$ cat src/rtl/mesh_pkg.sv
// -----------------------------------------------------------------------------
// mesh_pkg
//   Shared definitions for the mesh drain stage:
//     - state_t        : drain FSM state encoding (IDLE=0, DRAIN=1)
//     - calc_n         : number of mesh elements per capture (MESH_X*MESH_Y)
//     - calc_idx_w     : width of the element index ($clog2(N), at least 1)
//     - q_max / q_min  : saturation bounds of a signed Q_BIT result
//     - DEF_*          : default parameter values used by the top level
// -----------------------------------------------------------------------------
package mesh_pkg;

  typedef enum logic {
    IDLE  = 1'b0,
    DRAIN = 1'b1
  } state_t;

  localparam int DEF_OUT_BIT = 20;
  localparam int DEF_MESH_X  = 4;
  localparam int DEF_MESH_Y  = 4;
  localparam int DEF_Q_BIT   = 8;
  localparam int DEF_SHIFT_W = 5;

  function automatic int calc_n(input int mesh_x, input int mesh_y);
    return mesh_x * mesh_y;
  endfunction

  // A single-element mesh still needs a one-bit index port.
  function automatic int calc_idx_w(input int n);
    return (n > 1) ? $clog2(n) : 1;
  endfunction

  function automatic int q_max(input int q_bit);
    return (1 << (q_bit - 1)) - 1;
  endfunction

  function automatic int q_min(input int q_bit);
    return -(1 << (q_bit - 1));
  endfunction

endpackage

$ cat src/rtl/mesh_requant.sv
// -----------------------------------------------------------------------------
// mesh_requant
//   Purely combinational requantizer: signed OUT_BIT accumulator -> signed
//   Q_BIT element. Arithmetic right shift by sh with round-half-up (ties go
//   toward +inf), then saturation to the Q_BIT signed range.
//
//   Build option: define MESH_DRAIN_RELU_EN to clamp negative saturated
//   results to 0 (fused ReLU). Without it, signed values pass unchanged.
//
// Ports
//   x   in   OUT_BIT   signed accumulator value
//   sh  in   SHIFT_W   shift amount, already limited to OUT_BIT-1
//   q   out  Q_BIT     requantized signed result
// -----------------------------------------------------------------------------
module mesh_requant
  import mesh_pkg::*;
#(
  parameter int OUT_BIT = DEF_OUT_BIT,
  parameter int Q_BIT   = DEF_Q_BIT,
  parameter int SHIFT_W = DEF_SHIFT_W
) (
  input  logic signed [OUT_BIT-1:0] x,
  input  logic        [SHIFT_W-1:0] sh,
  output logic signed [Q_BIT-1:0]   q
);

  // One guard bit: with sh <= OUT_BIT-1 the rounding constant is at most
  // 2^(OUT_BIT-2), so x + half can never overflow OUT_BIT+1 bits.
  localparam int W = OUT_BIT + 1;

  localparam logic signed [W-1:0] Q_HI = W'(q_max(Q_BIT));
  localparam logic signed [W-1:0] Q_LO = W'(q_min(Q_BIT));

  logic signed [W-1:0]     x_ext;
  logic signed [W-1:0]     half;
  logic signed [W-1:0]     sum;
  logic signed [W-1:0]     r;
  logic signed [Q_BIT-1:0] sat;

  assign x_ext = {x[OUT_BIT-1], x};

  always_comb begin
    half = '0;
    if (sh != '0) begin
      half = W'(1) << (sh - SHIFT_W'(1));
    end
    // Adding half then flooring via >>> gives round-half-up for both signs.
    sum = x_ext + half;
    r   = sum >>> sh;

    if (r > Q_HI) begin
      sat = Q_HI[Q_BIT-1:0];
    end else if (r < Q_LO) begin
      sat = Q_LO[Q_BIT-1:0];
    end else begin
      sat = r[Q_BIT-1:0];
    end

`ifdef MESH_DRAIN_RELU_EN
    q = sat[Q_BIT-1] ? '0 : sat;
`else
    q = sat;
`endif
  end

endmodule

$ cat src/rtl/mesh_drain.sv
// -----------------------------------------------------------------------------
// mesh_drain
//   Downstream stage of the MAC mesh. A capture pulse (accepted only in IDLE)
//   snapshots all N = MESH_X*MESH_Y signed accumulators together with the
//   shift amount. The snapshot is then streamed out one requantized element
//   per beat over a valid/ready interface, index 0 first, last flagged.
//
//   Build option: MESH_DRAIN_RELU_EN (see mesh_requant) enables a fused ReLU;
//   the handshake and latency are identical in both builds.
//
// Ports
//   clk            in   1              rising-edge clock
//   rst_n          in   1              asynchronous active-low reset
//   capture        in   1              request to snapshot data_in / shift
//   capture_ready  out  1              high only in IDLE
//   data_in        in   N*OUT_BIT      element i at [(i+1)*OUT_BIT-1 : i*OUT_BIT]
//   shift          in   SHIFT_W        right-shift amount, sampled at capture
//   out_valid      out  1              out_data/out_idx/out_last are valid
//   out_ready      in   1              consumer accepts the current beat
//   out_data       out  Q_BIT          requantized element (0 when idle)
//   out_idx        out  IDX_W          element index 0..N-1
//   out_last       out  1              high with element N-1
// -----------------------------------------------------------------------------
module mesh_drain
  import mesh_pkg::*;
#(
  parameter int OUT_BIT = DEF_OUT_BIT,
  parameter int MESH_X  = DEF_MESH_X,
  parameter int MESH_Y  = DEF_MESH_Y,
  parameter int Q_BIT   = DEF_Q_BIT,
  parameter int SHIFT_W = DEF_SHIFT_W
) (
  input  logic                                       clk,
  input  logic                                       rst_n,
  input  logic                                       capture,
  output logic                                       capture_ready,
  input  logic [MESH_X*MESH_Y*OUT_BIT-1:0]           data_in,
  input  logic [SHIFT_W-1:0]                         shift,
  output logic                                       out_valid,
  input  logic                                       out_ready,
  output logic [Q_BIT-1:0]                           out_data,
  output logic [calc_idx_w(MESH_X*MESH_Y)-1:0]       out_idx,
  output logic                                       out_last
);

  localparam int N     = calc_n(MESH_X, MESH_Y);
  localparam int IDX_W = calc_idx_w(N);

  // Largest meaningful shift; anything above it is clamped at capture time.
  localparam logic [SHIFT_W-1:0] SH_MAX   = SHIFT_W'(OUT_BIT - 1);
  localparam logic [IDX_W-1:0]   IDX_LAST = IDX_W'(N - 1);

  state_t                    state_reg, state_next;
  logic [IDX_W-1:0]          idx_reg, idx_next;
  logic [SHIFT_W-1:0]        sh_reg, sh_next;

  // Snapshot buffer: written as a whole on capture, never reset.
  logic signed [OUT_BIT-1:0] buf_reg [N];
  logic signed [OUT_BIT-1:0] data_elem [N];

  logic                      capture_accept;
  logic [SHIFT_W-1:0]        sh_clamped;
  logic                      at_last;
  logic signed [OUT_BIT-1:0] elem_sel;
  logic signed [Q_BIT-1:0]   q_elem;

  // Unpack the flat accumulator bus into per-element views.
  generate
    for (genvar gi = 0; gi < N; gi++) begin : g_unpack
      assign data_elem[gi] = data_in[gi*OUT_BIT +: OUT_BIT];
    end
  endgenerate

  assign sh_clamped     = (shift > SH_MAX) ? SH_MAX : shift;
  assign capture_accept = capture & capture_ready;
  assign at_last        = (idx_reg == IDX_LAST);

  // ---------------------------------------------------------------------------
  // FSM state and drain counters
  // ---------------------------------------------------------------------------
  always_ff @(posedge clk or negedge rst_n) begin
    if (!rst_n) begin
      state_reg <= IDLE;
      idx_reg   <= '0;
      sh_reg    <= '0;
    end else begin
      state_reg <= state_next;
      idx_reg   <= idx_next;
      sh_reg    <= sh_next;
    end
  end

  always_comb begin
    state_next    = state_reg;
    idx_next      = idx_reg;
    sh_next       = sh_reg;
    capture_ready = 1'b0;
    out_valid     = 1'b0;

    case (state_reg)
      IDLE: begin
        capture_ready = 1'b1;
        if (capture) begin
          sh_next    = sh_clamped;
          idx_next   = '0;
          state_next = DRAIN;
        end
      end

      DRAIN: begin
        // capture is deliberately not looked at here: a pulse mid-drain is dropped.
        out_valid = 1'b1;
        if (out_ready) begin
          if (at_last) begin
            idx_next   = '0;
            state_next = IDLE;
          end else begin
            idx_next = idx_reg + IDX_W'(1);
          end
        end
      end

      default: begin
        state_next = IDLE;
      end
    endcase
  end

  // ---------------------------------------------------------------------------
  // Snapshot buffer
  // ---------------------------------------------------------------------------
  always_ff @(posedge clk) begin
    if (capture_accept) begin
      for (int i = 0; i < N; i++) begin
        buf_reg[i] <= data_elem[i];
      end
    end
  end

  // ---------------------------------------------------------------------------
  // Output path: select the current element and requantize it. The selected
  // element and shift are registers that only change on a beat, so the
  // outputs hold stable under backpressure without extra staging.
  // ---------------------------------------------------------------------------
  assign elem_sel = buf_reg[idx_reg];

  mesh_requant #(
    .OUT_BIT (OUT_BIT),
    .Q_BIT   (Q_BIT),
    .SHIFT_W (SHIFT_W)
  ) u_requant (
    .x  (elem_sel),
    .sh (sh_reg),
    .q  (q_elem)
  );

  assign out_data = out_valid ? q_elem : '0;
  assign out_idx  = idx_reg;
  assign out_last = out_valid & at_last;

endmodule

$ cat config.mk
export PLATFORM = sky130hd
export DESIGN_NAME = mesh_drain
export DESIGN_NICKNAME = d
export VERILOG_FILES = /design/src/rtl/mesh_pkg.sv /design/src/rtl/mesh_requant.sv /design/src/rtl/mesh_drain.sv
export SDC_FILE = /design/constraint.sdc
export NUM_CORES = 1
export LEC_CHECK = 0
export CORE_UTILIZATION = 51
export CTS_CLUSTER_DIAMETER = 120
export DETAILED_ROUTE_END_ITERATION = 10
export PLACE_DENSITY = 0.81
export SYNTH_ARGS = -nofsm -noshare
export SYNTH_HDL_FRONTEND = slang
export SYNTH_HIERARCHICAL = 1
export SYNTH_SLANG_ARGS = --single-unit
$ cat constraint.sdc
create_clock -name clk -period 8.09 [get_ports clk]
set_input_delay 2.0225 -clock clk [delete_from_list [all_inputs] [get_ports clk]]
set_output_delay 2.0225 -clock clk [all_outputs]
set_load 0.05 [all_outputs]
==> impl_metrics.ini, run 1 <==
[status]
status = complete, no violations

[placement]
hpwlAfterDp_mm = 32.5
placed_cell_area_sq_mm = 0.0193
port_buffers = 343
gp_congestion = 1.03
pre_cts_ws_ps = 455

[finish]
nFillCells = 1987
seq_area_sq_mm = 0.00987
mostFrequentLayoutCell = clkdlybuf4s50_1
drive_gt1_share_pct = 18.6
multi_input_area_sq_mm = 0.00520
areaGrowthSynthToFinish_pct = 34.9
final_cell_area_sq_mm = 0.0207
layout_common_cells = clkdlybuf4s50_1, edfxtp_1, mux4_2
largest_reg_flops = 320
layout.nets = 1679

[power]
power_density_mw_per_mm2 = 371
peakVddDrop_mv = 0.197
total_power_w = 0.00768
power.leakage_nw = 6.99

[logic_synthesis]
yosysTopAreaCell = edfxtp_1
ys_types = 81
ys_top_cells_by_area = edfxtp_1, mux4_2, a22oi_1
synth_adder_area_share_pct = 1.84
synth-seq-cells = 330
synth-xor-area-share_pct = 0.914
syn_nets = 1311
ys_seq_area_share_pct = 64.3
muxShareOfSynthArea_pct = 13.7
synth_top_family_by_area = multiplexers
synth_edf_count = 320
synth-compound-area-share_pct = 10.2
netlist_area_sq_mm = 0.0153
syn_inst = 960
synth_top_flop_cell = edfxtp_1
syn_area_per_cell_sq_um = 16.0
yosysTopAreaCellShare_pct = 62.7
synth-simple-area-share_pct = 6.27
synth-async-reset-ratio_pct = 3.03
ys_warn_count = 6

[routing]
post-route-drc-count = 0
drtPass1Iterations = 5
postRouteAntennaNets = 0
wl_per_cell_um = 24.8
drt_wl_total_mm = 43.4
vias = 10500
viasPerCell = 5.98
drtIter0Drc = 785

[floorplanning]
core_area_sq_mm = 0.0296
die_area_sq_mm = 0.0308
die_w_um = 175
initial_core_util_pct = 51.7
io_pins = 344
rows = 63
die-height_um = 175

[timing]
worst_slack_ps = 230
setup_tns_ps = 0
hold_viol = 0
rsz0062_at_grt = no
whs_ps = 690
fmax_mhz = 127
slew_headroom_pct = 38.8
maxSlewViolCount = 0
fin_crit_ps = 7860
tightest_slew_ps = 918
finalSetupViolCount = 0
fin_crit_sh_pct = 97.2
worst_clock_skew_ps = 18.4

[global_route]
grt_pass1_vias = 11000
grt_util_all_layers_pct = 28.8
grt_pass1_wl_mm = 65.1
grt_max_degree = 168
grt_overflow = 0
antenna_found_initial = 5

[clock_tree]
clock-sinks = 330
cts_tree = built
clk_latency_ps = 530
clk_pin_slew_ps = 60
clock_path_buffers = 3
cts_made_buffers = 36
hold_buffers = 0
ctsHtreeMaxLevel = 2
clock-root-buffer = clkbuf_16

[worst_hold_path]
hold_class = flip-flop to flip-flop

[worst_setup_path]
required_ps = 6070
crit_type = flip-flop to primary output
startpoint_type = flip-flop
critPathMaxFanout = 24
cp.arrival_ps = 5840
endpoint_kind = primary output

[flow_run]
maxCapViolCount = 0
-- per-layer routing --
metal	routed length, um	GRT usage, %	vias up
li1	-	-	4649
met1	16100	35.4	5191
met2	22100	49.3	543
met3	3680	6.32	89
met4	1570	12.2	0
met5	0	0	-
-- cell families after synthesis --
group,count (synthesis)
XOR/XNOR,16
buffers and inverters,66
AND/OR/NAND/NOR,201
AO/OA/AOI/OAI,222
multiplexers,103
adder cells (fa/ha/maj),22
flip-flops,330
-- cell type report --
type	instances	area share, %
clock inverter	18	1.05
tap	390	2.36
sequential	330	47.7
timing repair buffer	384	18.7
clock buffer	48	4.72
multi-input combinational	564	25.1
antenna	6	0.0726
inverter	12	0.236
-- cell usage after synthesis (13+ instances only) --
| master | instances |
|---|---|
| a21oi_1 | 46 |
| mux2i_1 | 15 |
| a22oi_1 | 43 |
| clkbuf_1 | 18 |
| ha_1 | 21 |
| edfxtp_1 | 320 |
| mux4_2 | 82 |
| nand3_1 | 14 |
| nor2_1 | 60 |
| and2_1 | 13 |
| nand2_1 | 70 |
| o21ai_0 | 34 |
-- power by group --
group          internal (W)  switching (W)
combinational       0.00169        0.00228
clock              0.000960       0.000674
sequential          0.00197       0.000101
-- path summary, 6_finish.rpt --
check                                       start  depth (start not counted)  slack, ps                         to
max reg2reg                   state_reg$_DFF_PN0_                          3       4910  buf_reg[15][17]$_DFFE_PP_
max                        out_idx[0]$_DFFE_PN0P_                         18        230                out_data[6]
min                        out_idx[3]$_DFFE_PN0P_                          1        690     out_idx[3]$_DFFE_PN0P_
max in group asynchronous                   rst_n                          1       5750     out_idx[0]$_DFFE_PN0P_
min reg2reg                out_idx[3]$_DFFE_PN0P_                          1        690     out_idx[3]$_DFFE_PN0P_
min in group asynchronous                   rst_n                          1       1880      sh_reg[1]$_DFFE_PN0P_
-- metrics by stage --
step / instances / util (%)
after floorplan: 960 / -
after global placement: 1675 / 65.1
after detailed placement: 1675 / 65.1
after CTS: 1741 / 69.2
after global routing: 1751 / 69.8
final: 1752 / 69.8
-- worst max-delay path: stages (launching register included) --
cell and delay (ps):
dfrtp_4 570, buf_12 270, mux4_2 540, a22oi_1 380, nand2_1 110, ha_1 420
o211ai_1 140, a21oi_2 230, o21ai_2 140, o41ai_4 390, xor2_1 300, o22ai_1 180
a211oi_4 350, a311o_1 230, o2111ai_1 140, o311a_4 430, o21ai_2 160, and2_1 190
buf_12 140
-- timing repair --
item	4_1_cts	5_1_grt
resized for setup	3	33
cloned	0	0
endpoints found under the setup margin	7	7
setup buffers	0	5
pin swaps	0	2
(Power assumes the default switching activity.)
==> inputs of run 2 (changes only) <==
--- a/config.mk
+++ b/config.mk
@@ -9,6 +9,8 @@
 export CTS_CLUSTER_DIAMETER = 120
 export DETAILED_ROUTE_END_ITERATION = 10
 export PLACE_DENSITY = 0.81
+export SKIP_CTS_REPAIR_TIMING = 1
+export SKIP_LAST_GASP = 1
 export SYNTH_ARGS = -nofsm -noshare
 export SYNTH_HDL_FRONTEND = slang
 export SYNTH_HIERARCHICAL = 1
==> impl_metrics.ini, run 2 (same netlist as run 1, synthesis figures left out) <==
[placement]
port_buffers = 343
gp_congestion = 1.03
hpwlAfterDp_mm = 32.5

[worst_setup_path]
crit_type = flip-flop to primary output
critPathMaxFanout = 24
startpoint_type = flip-flop
cp.arrival_ps = 5860
endpoint_kind = primary output
required_ps = 6070

[floorplanning]
io_pins = 344
rows = 63
die-height_um = 175
initial_core_util_pct = 51.7
core_area_sq_mm = 0.0296
die_w_um = 175
die_area_sq_mm = 0.0308

[finish]
layout_common_cells = clkdlybuf4s50_1, edfxtp_1, mux4_2
areaGrowthSynthToFinish_pct = 34.9
layout.nets = 1679
mostFrequentLayoutCell = clkdlybuf4s50_1
drive_gt1_share_pct = 18.5
largest_reg_flops = 320

[clock_tree]
clk_latency_ps = 530
cts_made_buffers = 36
cts_tree = built
clock_path_buffers = 3
ctsHtreeMaxLevel = 2
clock-sinks = 330
clk_pin_slew_ps = 60
clock-root-buffer = clkbuf_16

[timing]
setup_tns_ps = 0
hold_viol = 0
fin_crit_ps = 7880
tightest_slew_ps = 907
worst_clock_skew_ps = 18.4
slew_headroom_pct = 39.6
finalSetupViolCount = 0
maxSlewViolCount = 0
fin_crit_sh_pct = 97.4
fmax_mhz = 127

[routing]
postRouteAntennaNets = 0
drtPass1Iterations = 5
wl_per_cell_um = 24.8
wl_met2_mm = 22.1
wl_met3_mm = 3.69
drtIter0Drc = 903
viasPerCell = 5.97
post-route-drc-count = 0
drt_wl_total_mm = 43.5
vias = 10500
top_layer_used = met4
m1WireLength_mm = 16.1

[power]
power_density_mw_per_mm2 = 371
power.leakage_nw = 6.99
peakVddDrop_mv = 0.197
total_power_w = 0.00768

[global_route]
grt_pass1_wl_mm = 65.1
grt_overflow = 0
antenna_found_initial = 5
grt_pass1_vias = 11000
grt_util_all_layers_pct = 28.8
grt_max_degree = 168

[worst_hold_path]
hold_class = flip-flop to flip-flop

[flow_run]
maxCapViolCount = 0

[status]
status = complete, no violations
## run 2: cell counts in the layout (fill, tap and decap cells not counted)
No cell type changed its count.
## run 2: critical path: stages (launching register included)
cell and delay [ps]:
dfrtp_4 570, buf_12 270, mux4_2 540, a22oi_1 380
nand2_1 110, ha_1 420, o211ai_1 140, a21oi_2 240
o21ai_2 140, o41ai_4 400, xor2_1 300, o22ai_1 180
a211oi_4 360, a311o_1 230, o2111ai_1 130, o311a_4 430
o21ai_2 160, and2_1 180, buf_12 140
## run 2: through the flow
step / cells / setup WS (ps) / hold slack, ps / utilization, % / instance area (sq um)
finish: 1752 / 208 / 692 / 69.8 / 20700
global route: 1751 / -3.70 / 726 / 69.8 / 20700
CTS: 1741 / -142 / 675 / 69.1 / 20500
detailed placement: 1675 / 455 / 663 / 65.1 / 19300
global placement: 1675 / 488 / 648 / 65.1 / 19300
floorplan: 960 / 430 / 448 / - / 15300
## run 2: layout make-up
class | count | area, sq um
Tap cell | 390 | 488
Sequential cell | 330 | 9870
Clock inverter | 18 | 218
Clock buffer | 48 | 977
Fill cell | 1988 | 8950
Timing Repair Buffer | 384 | 3880
Inverter | 12 | 48.8
Antenna cell | 6 | 15.0
Multi-Input combinational cell | 564 | 5190
## run 2: where the power goes
group / leakage [nW] / total (W) / switching, W / internal, W
sequential: 3.00 / 0.00207 / 0.000101 / 0.00197
combinational: 3.42 / 0.00398 / 0.00228 / 0.00169
clock: 0.570 / 0.00164 / 0.000675 / 0.000960
## run 2: worst paths after layout
kind | from | to | slack, ps | cells after the start
worst max-delay path | out_idx[0]$_DFFE_PN0P_ | out_data[6] | 210 | 18
worst min-delay path | out_idx[3]$_DFFE_PN0P_ | out_idx[3]$_DFFE_PN0P_ | 690 | 1
worst max register to register | state_reg$_DFF_PN0_ | buf_reg[5][15]$_DFFE_PP_ | 4930 | 3
worst min register to register | out_idx[3]$_DFFE_PN0P_ | out_idx[3]$_DFFE_PN0P_ | 690 | 1
max in group asynchronous | rst_n | out_idx[0]$_DFFE_PN0P_ | 5760 | 1
min in group asynchronous | rst_n | sh_reg[1]$_DFFE_PN0P_ | 1880 | 1
## run 2: routing by layer
layer	global-route usage (%)	vias to the layer above
met1	35.4	5199
met5	0	-
met2	49.3	516
met4	12.2	0
met3	6.32	94
li1	-	4649
